===== src/rtl/bsg_clk_gen_pearl_pkg.sv =====
// Shared types and constants for the clk-gen pearl tag path: packet header
// layout, local tag node offsets and the tag sender state encoding.
package bsg_clk_gen_pearl_pkg;

  function automatic int bsg_safe_clog2(input int x);
    return (x <= 1) ? 1 : $clog2(x);
  endfunction

  localparam int bsg_tag_els_gp      = 16;
  localparam int bsg_tag_id_width_gp = bsg_safe_clog2(bsg_tag_els_gp);
  localparam int bsg_tag_lg_width_gp = 4;

  // Packed LSB-first: node_id occupies the low bits because it goes on the wire first.
  typedef struct packed {
    logic [bsg_tag_lg_width_gp-1:0] len;
    logic                           data_not_reset;
    logic [bsg_tag_id_width_gp-1:0] node_id;
  } bsg_tag_pkt_hdr_s;

  localparam int osc_node_offset_gp           = 0;
  localparam int osc_trigger_node_offset_gp   = 1;
  localparam int ds_node_offset_gp            = 2;
  localparam int sel_node_offset_gp           = 3;
  localparam int async_reset_node_offset_gp   = 4;
  localparam int monitor_reset_node_offset_gp = 5;

  typedef enum logic [1:0] {
    IDLE    = 2'd0,
    HDR     = 2'd1,
    PAYLOAD = 2'd2,
    GAP     = 2'd3
  } tag_sender_state_e;

endpackage


===== src/rtl/bsg_clk_gen_pearl_tag_shifter.sv =====
// Loadable LSB-first parallel-in/serial-out register with a remaining-bit
// down-counter; the owning FSM decides when to load, shift and count.
module bsg_clk_gen_pearl_tag_shifter #(
  parameter int width_p = 8,
  parameter int cnt_w_p = 4
) (
  input  logic               clk,
  input  logic               reset,
  input  logic               load,
  input  logic               shift,
  input  logic               count_load,
  input  logic               count_dec,
  input  logic [width_p-1:0] load_data,
  input  logic [cnt_w_p-1:0] count_init,
  output logic               bit_out,
  output logic [cnt_w_p-1:0] count
);

  logic [width_p-1:0] sh;

  always_ff @(posedge clk) begin
    if (reset) begin
      sh    <= '0;
      count <= '0;
    end else begin
      if (load)
        sh <= load_data;
      else if (shift)
        sh <= sh >> 1;

      if (count_load)
        count <= count_init;
      else if (count_dec)
        count <= count - cnt_w_p'(1);
    end
  end

  assign bit_out = sh[0];

endmodule


===== src/rtl/bsg_clk_gen_pearl_tag_sender.sv =====
// bsg_tag packet serializer for the clk-gen pearl: one packet per valid/ready
// handshake, one bit per clk_i. Define BSG_CLK_GEN_PEARL_TAG_SENDER_GAP_EN for idle gap bits.
//  state   | meaning
//  IDLE    | line held at 0, ready for a packet
//  HDR     | shifting node_id, data_not_reset, len
//  PAYLOAD | shifting the len payload bits
//  GAP     | gap_p trailing zero bits before the next packet
module bsg_clk_gen_pearl_tag_sender
  import bsg_clk_gen_pearl_pkg::*;
#(
  parameter  int tag_els_p      = 16,
  parameter  int tag_lg_width_p = 4,
  parameter  int gap_p          = 4,
  localparam int id_w           = bsg_safe_clog2(tag_els_p),
  localparam int len_max        = (1 << tag_lg_width_p) - 1
) (
  input  logic                      clk_i,
  input  logic                      reset_i,
  input  logic                      v_i,
  output logic                      ready_and_o,
  input  logic [id_w-1:0]           node_id_i,
  input  logic                      data_not_reset_i,
  input  logic [tag_lg_width_p-1:0] len_i,
  input  logic [len_max-1:0]        payload_i,
  output logic                      tag_data_o,
  output logic                      busy_o,
  output logic                      done_o
);

  localparam int hdr_w = id_w + 1 + tag_lg_width_p;
  localparam int sh_w  = hdr_w + len_max;
  localparam int cnt_w = $clog2(len_max + id_w + tag_lg_width_p + 3);

  typedef struct packed {
    logic [tag_lg_width_p-1:0] len;
    logic                      data_not_reset;
    logic [id_w-1:0]           node_id;
  } hdr_s;

  if (gap_p < 0) begin : g_bad_gap
    $error("gap_p must be non-negative");
  end

`ifdef BSG_CLK_GEN_PEARL_TAG_SENDER_GAP_EN
  localparam bit gap_en = (gap_p > 0);
  if (gap_p >= (1 << cnt_w)) begin : g_gap_too_big
    $error("gap_p does not fit the bit counter");
  end
`else
  localparam bit gap_en = 1'b0;
`endif

  tag_sender_state_e         state;
  hdr_s                      hdr;
  logic [len_max-1:0]        payload_masked;
  logic [tag_lg_width_p-1:0] len_q;
  logic [cnt_w-1:0]          count;
  logic [cnt_w-1:0]          count_init;
  logic                      accept;
  logic                      sending;
  logic                      send_last;
  logic                      count_load;
  logic                      shift_bit;
  logic                      last;

  assign ready_and_o = (state == IDLE) & ~reset_i;
  assign accept      = v_i & ready_and_o;
  assign sending     = (state == HDR) | (state == PAYLOAD);
  assign send_last   = sending & (count == cnt_w'(1));

  assign hdr.len            = len_i;
  assign hdr.data_not_reset = data_not_reset_i;
  assign hdr.node_id        = node_id_i;

  // Bits above len_i never reach the wire; clearing them keeps the register contents clean.
  assign payload_masked = payload_i & ({len_max{1'b1}} >> (len_max - int'(len_i)));

  assign count_load = accept | (gap_en & send_last);
`ifdef BSG_CLK_GEN_PEARL_TAG_SENDER_GAP_EN
  assign count_init = accept ? (cnt_w'(hdr_w) + cnt_w'(len_i)) : cnt_w'(gap_p);
`else
  assign count_init = cnt_w'(hdr_w) + cnt_w'(len_i);
`endif

  bsg_clk_gen_pearl_tag_shifter #(
    .width_p (sh_w),
    .cnt_w_p (cnt_w)
  ) shifter (
    .clk        (clk_i),
    .reset      (reset_i),
    .load       (accept),
    .shift      (sending),
    .count_load (count_load),
    .count_dec  (sending | (state == GAP)),
    .load_data  ({payload_masked, hdr}),
    .count_init (count_init),
    .bit_out    (shift_bit),
    .count      (count)
  );

  // The start bit goes straight to tag_data_o on accept; count then holds the bits still to send.
  always_ff @(posedge clk_i) begin
    if (reset_i) begin
      state      <= IDLE;
      tag_data_o <= 1'b0;
      busy_o     <= 1'b0;
      done_o     <= 1'b0;
      last       <= 1'b0;
      len_q      <= '0;
    end else begin
      done_o <= last;
      last   <= send_last;
      unique case (state)
        IDLE: begin
          tag_data_o <= accept;
          busy_o     <= accept;
          if (accept) begin
            state <= HDR;
            len_q <= len_i;
          end
        end
        HDR, PAYLOAD: begin
          tag_data_o <= shift_bit;
          busy_o     <= 1'b1;
          if (send_last)
            state <= gap_en ? GAP : IDLE;
          else if ((state == HDR) && (count == (cnt_w'(len_q) + cnt_w'(1))))
            state <= PAYLOAD;
        end
        GAP: begin
          tag_data_o <= 1'b0;
          busy_o     <= 1'b1;
          if (count == cnt_w'(1))
            state <= IDLE;
        end
        default: begin
          state      <= IDLE;
          tag_data_o <= 1'b0;
          busy_o     <= 1'b0;
        end
      endcase
    end
  end

endmodule


===== config.mk =====
export PLATFORM = sky130hd
export DESIGN_NAME = bsg_clk_gen_pearl_tag_sender
export DESIGN_NICKNAME = d
export VERILOG_FILES = /design/src/rtl/bsg_clk_gen_pearl_pkg.sv /design/src/rtl/bsg_clk_gen_pearl_tag_shifter.sv /design/src/rtl/bsg_clk_gen_pearl_tag_sender.sv
export SDC_FILE = /design/constraint.sdc
export NUM_CORES = 1
export LEC_CHECK = 0
export CORE_MARGIN = 2
export CORE_UTILIZATION = 35
export CTS_CLUSTER_DIAMETER = 150
export DETAILED_ROUTE_END_ITERATION = 6
export HOLD_SLACK_MARGIN = 0.05
export PLACE_DENSITY_LB_ADDON = 0.25
export SKIP_LAST_GASP = 1
export SLEW_MARGIN = 20
export SYNTH_ARGS = -nofsm -noshare
export SYNTH_HDL_FRONTEND = slang
export SYNTH_HIERARCHICAL = 1
export SYNTH_SLANG_ARGS = --single-unit

===== constraint.sdc =====
create_clock -name clk_i -period 3.49 [get_ports clk_i]
set_input_delay 0.349 -clock clk_i [delete_from_list [all_inputs] [get_ports clk_i]]
set_output_delay 0.349 -clock clk_i [all_outputs]
set_load 0.005 [all_outputs]

==> Word-level counts from Yosys, hierarchy flattened <==
Cells that the tools add are included.
{ "totals": {"wordCells": 47, "out_inout_bits": 4, "regBits": 39} }
{ "classes": {"n_shift": 1, "n_mux": 11, "reduce_logical": 8, "n_eq_ne": 8, "bitwise": 7, "addsub": 4} }
{ "ops": {"columns": ["operator", "n"], "rows": [
  ["24-bit two-way mux", 2],
  ["15-bit by 32-bit >> shifter with 15-bit output (first input constant)", 1],
  ["15-bit AND", 1],
  ["5-bit two-way mux", 2],
  ["2-bit two-way mux", 4],
  ["2-bit case mux with 3 select lines", 1],
  ["4-bit by 1-bit adder with 5-bit output (second input constant)", 1],
  ["4-bit by 4-bit adder with 5-bit output (first input constant)", 1],
  ["5-bit by 1-bit equality test with 1-bit output (second input constant)", 1],
  ["5-bit equality test", 1],
  ["4-bit by 4-bit subtractor with 5-bit output (first input constant)", 1],
  ["5-bit by 1-bit subtractor with 5-bit output (second input constant)", 1],
  ["2-bit equality test (second input constant)", 2],
  ["2-bit nonzero test", 2],
  ["1-bit AND", 3],
  ["3-bit inequality test (second input constant)", 1],
  ["1-bit case mux with 3 select lines", 1],
  ["3-bit AND reduction", 1],
  ["3-bit OR reduction", 1],
  ["2-bit by 1-bit equality test with 1-bit output (second input constant)", 1],
  ["2-bit logical NOT", 1],
  ["2-bit by 1-bit inequality test with 1-bit output (second input constant)", 1],
  ["2-bit inequality test (second input constant)", 1],
  ["1-bit OR", 2],
  ["5 further kinds", 5]
]} }

==> Depth between registers and ports, before layout <==
{ "depth": {"word_depth": 6, "depth_mapped": 11, "ltp_nobuf": 9} }

==> By module <==
The synthesis kept the hierarchy.
{ "modules_own_cells": {"columns": ["mod", "area_each_um2", "cells_each", "seq_area_each_um2", "instances"], "rows": [
  ["bsg_clk_gen_pearl_tag_shifter", 1495.2, 136, 580.6, 1],
  ["bsg_clk_gen_pearl_tag_sender", 787.0, 96, 200.2, 1]
]} }

==> Worst setup path after synthesis <==
OpenSTA, ideal clock, no wires.
{ "synth_path": {"path_type": "flip-flop to flip-flop", "start": "register state[0]", "end": "register shifter.sh[0]", "synth_period_minus_slack_ps": 1947, "path_slack_ps": 1543, "required_time_ps": 3362, "setup_ps": 128, "stages_incl_launch_ff": 12, "n_path_buf": 3, "t_arrival_ps": 1820, "path_cell_list": "dfxtp_1 > inv_1 > ha_1 > inv_1 > nor2_1 > nand2_1 > clkbuf_1 > inv_1 > buf_2 > buf_4 > mux2i_1 > nor2_1"} }
{ "synth_between": {"elab_chain_cells": 4, "word_cells_on_any_way": 8} }
{ "synth_rtl": {"columns": ["item", "line", "source"], "rows": [
  ["start: declaration", "bsg_clk_gen_pearl_tag_sender.sv:53", "tag_sender_state_e state;"],
  ["start signal: assignment", "bsg_clk_gen_pearl_tag_sender.sv:126", "state <= gap_en ? GAP : IDLE;"],
  ["2-bit logical NOT (*)", "bsg_clk_gen_pearl_tag_sender.sv:66", "assign ready_and_o = (state == IDLE) & ~reset_i;"],
  ["1-bit AND (*)", "bsg_clk_gen_pearl_tag_sender.sv:66", null],
  ["via ready_and_o", "bsg_clk_gen_pearl_tag_sender.sv:20", "output logic ready_and_o,"],
  ["1-bit AND (*)", "bsg_clk_gen_pearl_tag_sender.sv:67", "assign accept = v_i & ready_and_o;"],
  ["via accept", "bsg_clk_gen_pearl_tag_sender.sv:59", "logic accept;"],
  ["24-bit two-way mux or 2-bit nonzero test (tied branches)", null, null],
  ["end signal: assignment", "bsg_clk_gen_pearl_tag_shifter.sv:27", "sh <= load_data;"],
  ["end signal: assignment", "bsg_clk_gen_pearl_tag_shifter.sv:29", "sh <= sh >> 1;"],
  ["end: declaration", "bsg_clk_gen_pearl_tag_shifter.sv:19", "logic [width_p-1:0] sh;"]
]} }
Mark *: on every way through the listed nets, which the timed path passes. The rest lies on a longest branch.
A chain may end at the register's enable or synchronous reset.

==> Worst setup path in the final report <==
{ "layout_path": {"start": "register state[1]", "end": "register shifter.sh[20]"} }
{ "layout_between": {"elab_chain_cells": 4, "word_cells_on_any_way": 8} }
{ "layout_rtl": {"columns": ["item", "line"], "rows": [
  ["2-bit logical NOT (*)", "bsg_clk_gen_pearl_tag_sender.sv:66"],
  ["1-bit AND (*)", "bsg_clk_gen_pearl_tag_sender.sv:66"],
  ["1-bit AND (*)", "bsg_clk_gen_pearl_tag_sender.sv:67"],
  ["via accept", "bsg_clk_gen_pearl_tag_sender.sv:59"],
  ["24-bit two-way mux or 2-bit nonzero test (tied branches)", null]
]} }
Marked as above.

==> out/results.txt <==
status - complete, no violations
Synth async-reset ratio - 0
critical-path maximum fanout - 34
antenna diode count - 0
WP data required - 3660 ps
VDD IR max - 0.2246 mV
syn nets - 269
fin. max-slew vios - 0
mapped cell area - 0.002282 mm²
Worst Setup Slack, final - 1302 ps
final hold viol count - 0
Pre-antenna DRT Iters - 5
FF/Latch Area - 780.7 µm²
slowest CP cell - buf_4
fillcell total - 632
largest net degree at the start of global routing - 40
critical path capture point type - register
Avg Cell Area, Syn - 9.837 µm²
initial antenna violation count - 0
Post CTS Setup Buffer Count - 0
Tcrit/Tclk final - 0.6269
Clock Tree Buf Depth - 2
Setup Total Neg Slack - 0 ps
Die Y - 84.75 µm
initial DRC count - 109
Core Util, Final - 0.4334
clock slew at reported path FFs - 80 ps
TritonCTS buffer count - 5
Hold Crit Class - register to register
grt total ovfl - 0
NumNets Final - 296
wire per inst - 13.58 µm
HP Start - last
DRT antenna net count - 0
Root Driver - clkbuf_8
Layout area overhead - 19.90%
GRT Overall Usage - 0.1358
fmax - 457.1 MHz
share of post-route cells with drive strength above 1 - 0.1423
Ys Warns - 6
worst hold slack - 441.6 ps
reg2reg start - state[1]
# setup viols final - 0
post-CTS resize count - 0
Std-Cell Rows - 29
clk_skew - 7.035 ps
max-cap violations - 0
Via density - 4.929
port bufs - 30
Post-synth EDFFs - 0
flip-flop and latch count after synthesis - 39
Pwr per Cell Area - 453.1 mW/mm²
Worst setup startpoint - state[1]
multi-input logic area - 0.001348 mm²
Chip Width - 84.75 µm
CTS tree - built
most used cell, CP - inv_1
first-pass GRT wire length - 7845 µm
post-route cell area - 0.002736 mm²
die area - 0.007183 mm²
vias - 1,661
placement-stage cell area - 0.002604 mm²
CP Class - register to register
RSZ-0062 raised after global routing - no
Post-CTS Hold Buffers - 0
H-Tree Depth - 2
starting density of the core - 0.3615
Slew HR - 0.6602
DP Worst Slack - 1301 ps
cell count after synthesis - 232
number of global-route vias before repair - 1,683
library cells used by synthesis - 42
Clk Latency, worst-skew pair - 290 ps
sequential-to-total area share from yosys stat - 0.3421
Critical Path Start Type - register
DRC - 0
routed wire length - 4575 µm
Slew @ Worst Pin - 509.6 ps
gpl congestion - 0.7257
WP data arrival - 2360 ps
core area - 0.006314 mm²
CP cell instances - inv_1 > ha_1 > inv_1 > nor2_1 > nand2_1 > inv_1 > buf_4 > mux2i_1 > nor2_1
Worst path max stage delay - 440 ps
post-DP HPWL - 3115 µm
min cycle time layout - 2188 ps
num ports - 31
Post-synth top flop - dfxtp_1
clock sink count - 39
Leakage Power - 1.118 nW
registers in the layout, summed over array words and instances (netlist names):
| signal | flops |
|---|---|
| state | 2 |
| shifter/count | 5 |
| last | 1 |
| tag_data_o | 1 |
| busy_o | 1 |
| shifter/sh | 24 |
| len_q | 4 |
| done_o | 1 |
cell type report:
type                            instances  share of cell area
Multi-Input combinational cell        165              0.4925
Sequential cell                        39              0.2853
Timing Repair Buffer                   33              0.1180
Tap cell                               77             0.03521
Clock buffer                            6             0.02652
Clock inverter                          2             0.02195
Inverter                               15             0.02058
cells by family (layout without fill, tap and decap cells):
logic type	Yosys count	after routing	share of synthesized area
muxes	47	47	0.2500
xor gates and xnor gates	9	9	0.03454
buffers and inverters	28	56	0.06743
and+or+nand+nor	65	65	0.1513
DFF	39	39	0.3421
AOI/OAI and AO/OA	34	34	0.09979
adders and majority gates	10	10	0.05482
metal layers:
metal  up-vias  GRT usage  wire (µm)
met3         5    0.03343        218
met5         -          0          0
met4         0    0.04762         52
li1        851          -          -
met2        39     0.2112       2012
met1       766     0.1837       2292
path summary, 6_finish.rpt:
check / to / slack, ps / depth (start not counted)
min reg2reg: done_o / 440 / 1
min: done_o / 440 / 1
max reg2reg: shifter/sh[20] / 1300 / 9
max: shifter/sh[20] / 1300 / 9
synth_stat cells (all sizes together), types with 2 or more instances:
cell / n / area [µm²]
buf: 7 / 75.06
nor3b: 4 / 30.03
mux2: 23 / 330.3
dfxtp: 39 / 780.8
inv: 13 / 48.80
ha: 10 / 125.1
clkbuf: 6 / 22.52
a22o: 2 / 17.52
xnor2: 5 / 43.79
nand2: 6 / 22.52
and3: 3 / 18.77
o21ai: 8 / 40.04
nand3b: 6 / 45.04
nor2b: 4 / 25.02
and2: 2 / 12.51
nand3: 3 / 15.01
nor3: 2 / 10.01
nor2: 29 / 108.9
o31a: 3 / 26.28
clkinv: 2 / 7.510
mux2i: 24 / 240.2
xor2: 4 / 35.03
o21a: 4 / 30.03
nor4b: 2 / 23.77
a21oi: 10 / 50.05
through the flow:
| stage | cells | total power, mW |
|---|---|---|
| final | 337 | 1.240 |
| after floorplan | 232 | 0.7406 |
| after detailed placement | 329 | 0.8046 |
| after global routing | 337 | 1.309 |
| after CTS | 337 | 1.257 |
| after global placement | 329 | 0.8016 |
critical path, delay by kind of cell, from the launching register on:
kind	cells	cell delay, ps
adders and majority gates	1	200
buffers and inverters	4	790
DFF	1	330
muxes	1	240
and+or+nand+nor	3	460
cells in the final DEF, fill, tap and decap left out, types with 2 or more instances in the layout:
master / n
dfxtp_1: 39
clkdlybuf4s50_1: 30
nor2_1: 29
mux2i_1: 24
mux2_4: 19
inv_1: 13
a21oi_1: 10
ha_1: 10
o21ai_0: 8
nand2_1: 6
nand3b_1: 6
xnor2_1: 5
clkbuf_8: 5
nor3b_1: 4
o21a_1: 4
nor2b_1: 4
xor2_1: 4
mux2_2: 4
and3_1: 3
o31a_1: 3
nand3_1: 3
buf_4: 3
clkinv_1: 2
nor3_1: 2
and2_1: 2
a22o_1: 2
bufinv_16: 2
power by group:
group	internal (mW)	switching (mW)	total, mW
registers	0.479	0.0341	0.513
clock network	0.286	0.161	0.447
logic	0.152	0.128	0.280
total	0.917	0.323	1.24
Note: power is estimated with default switching activity, not from simulation.
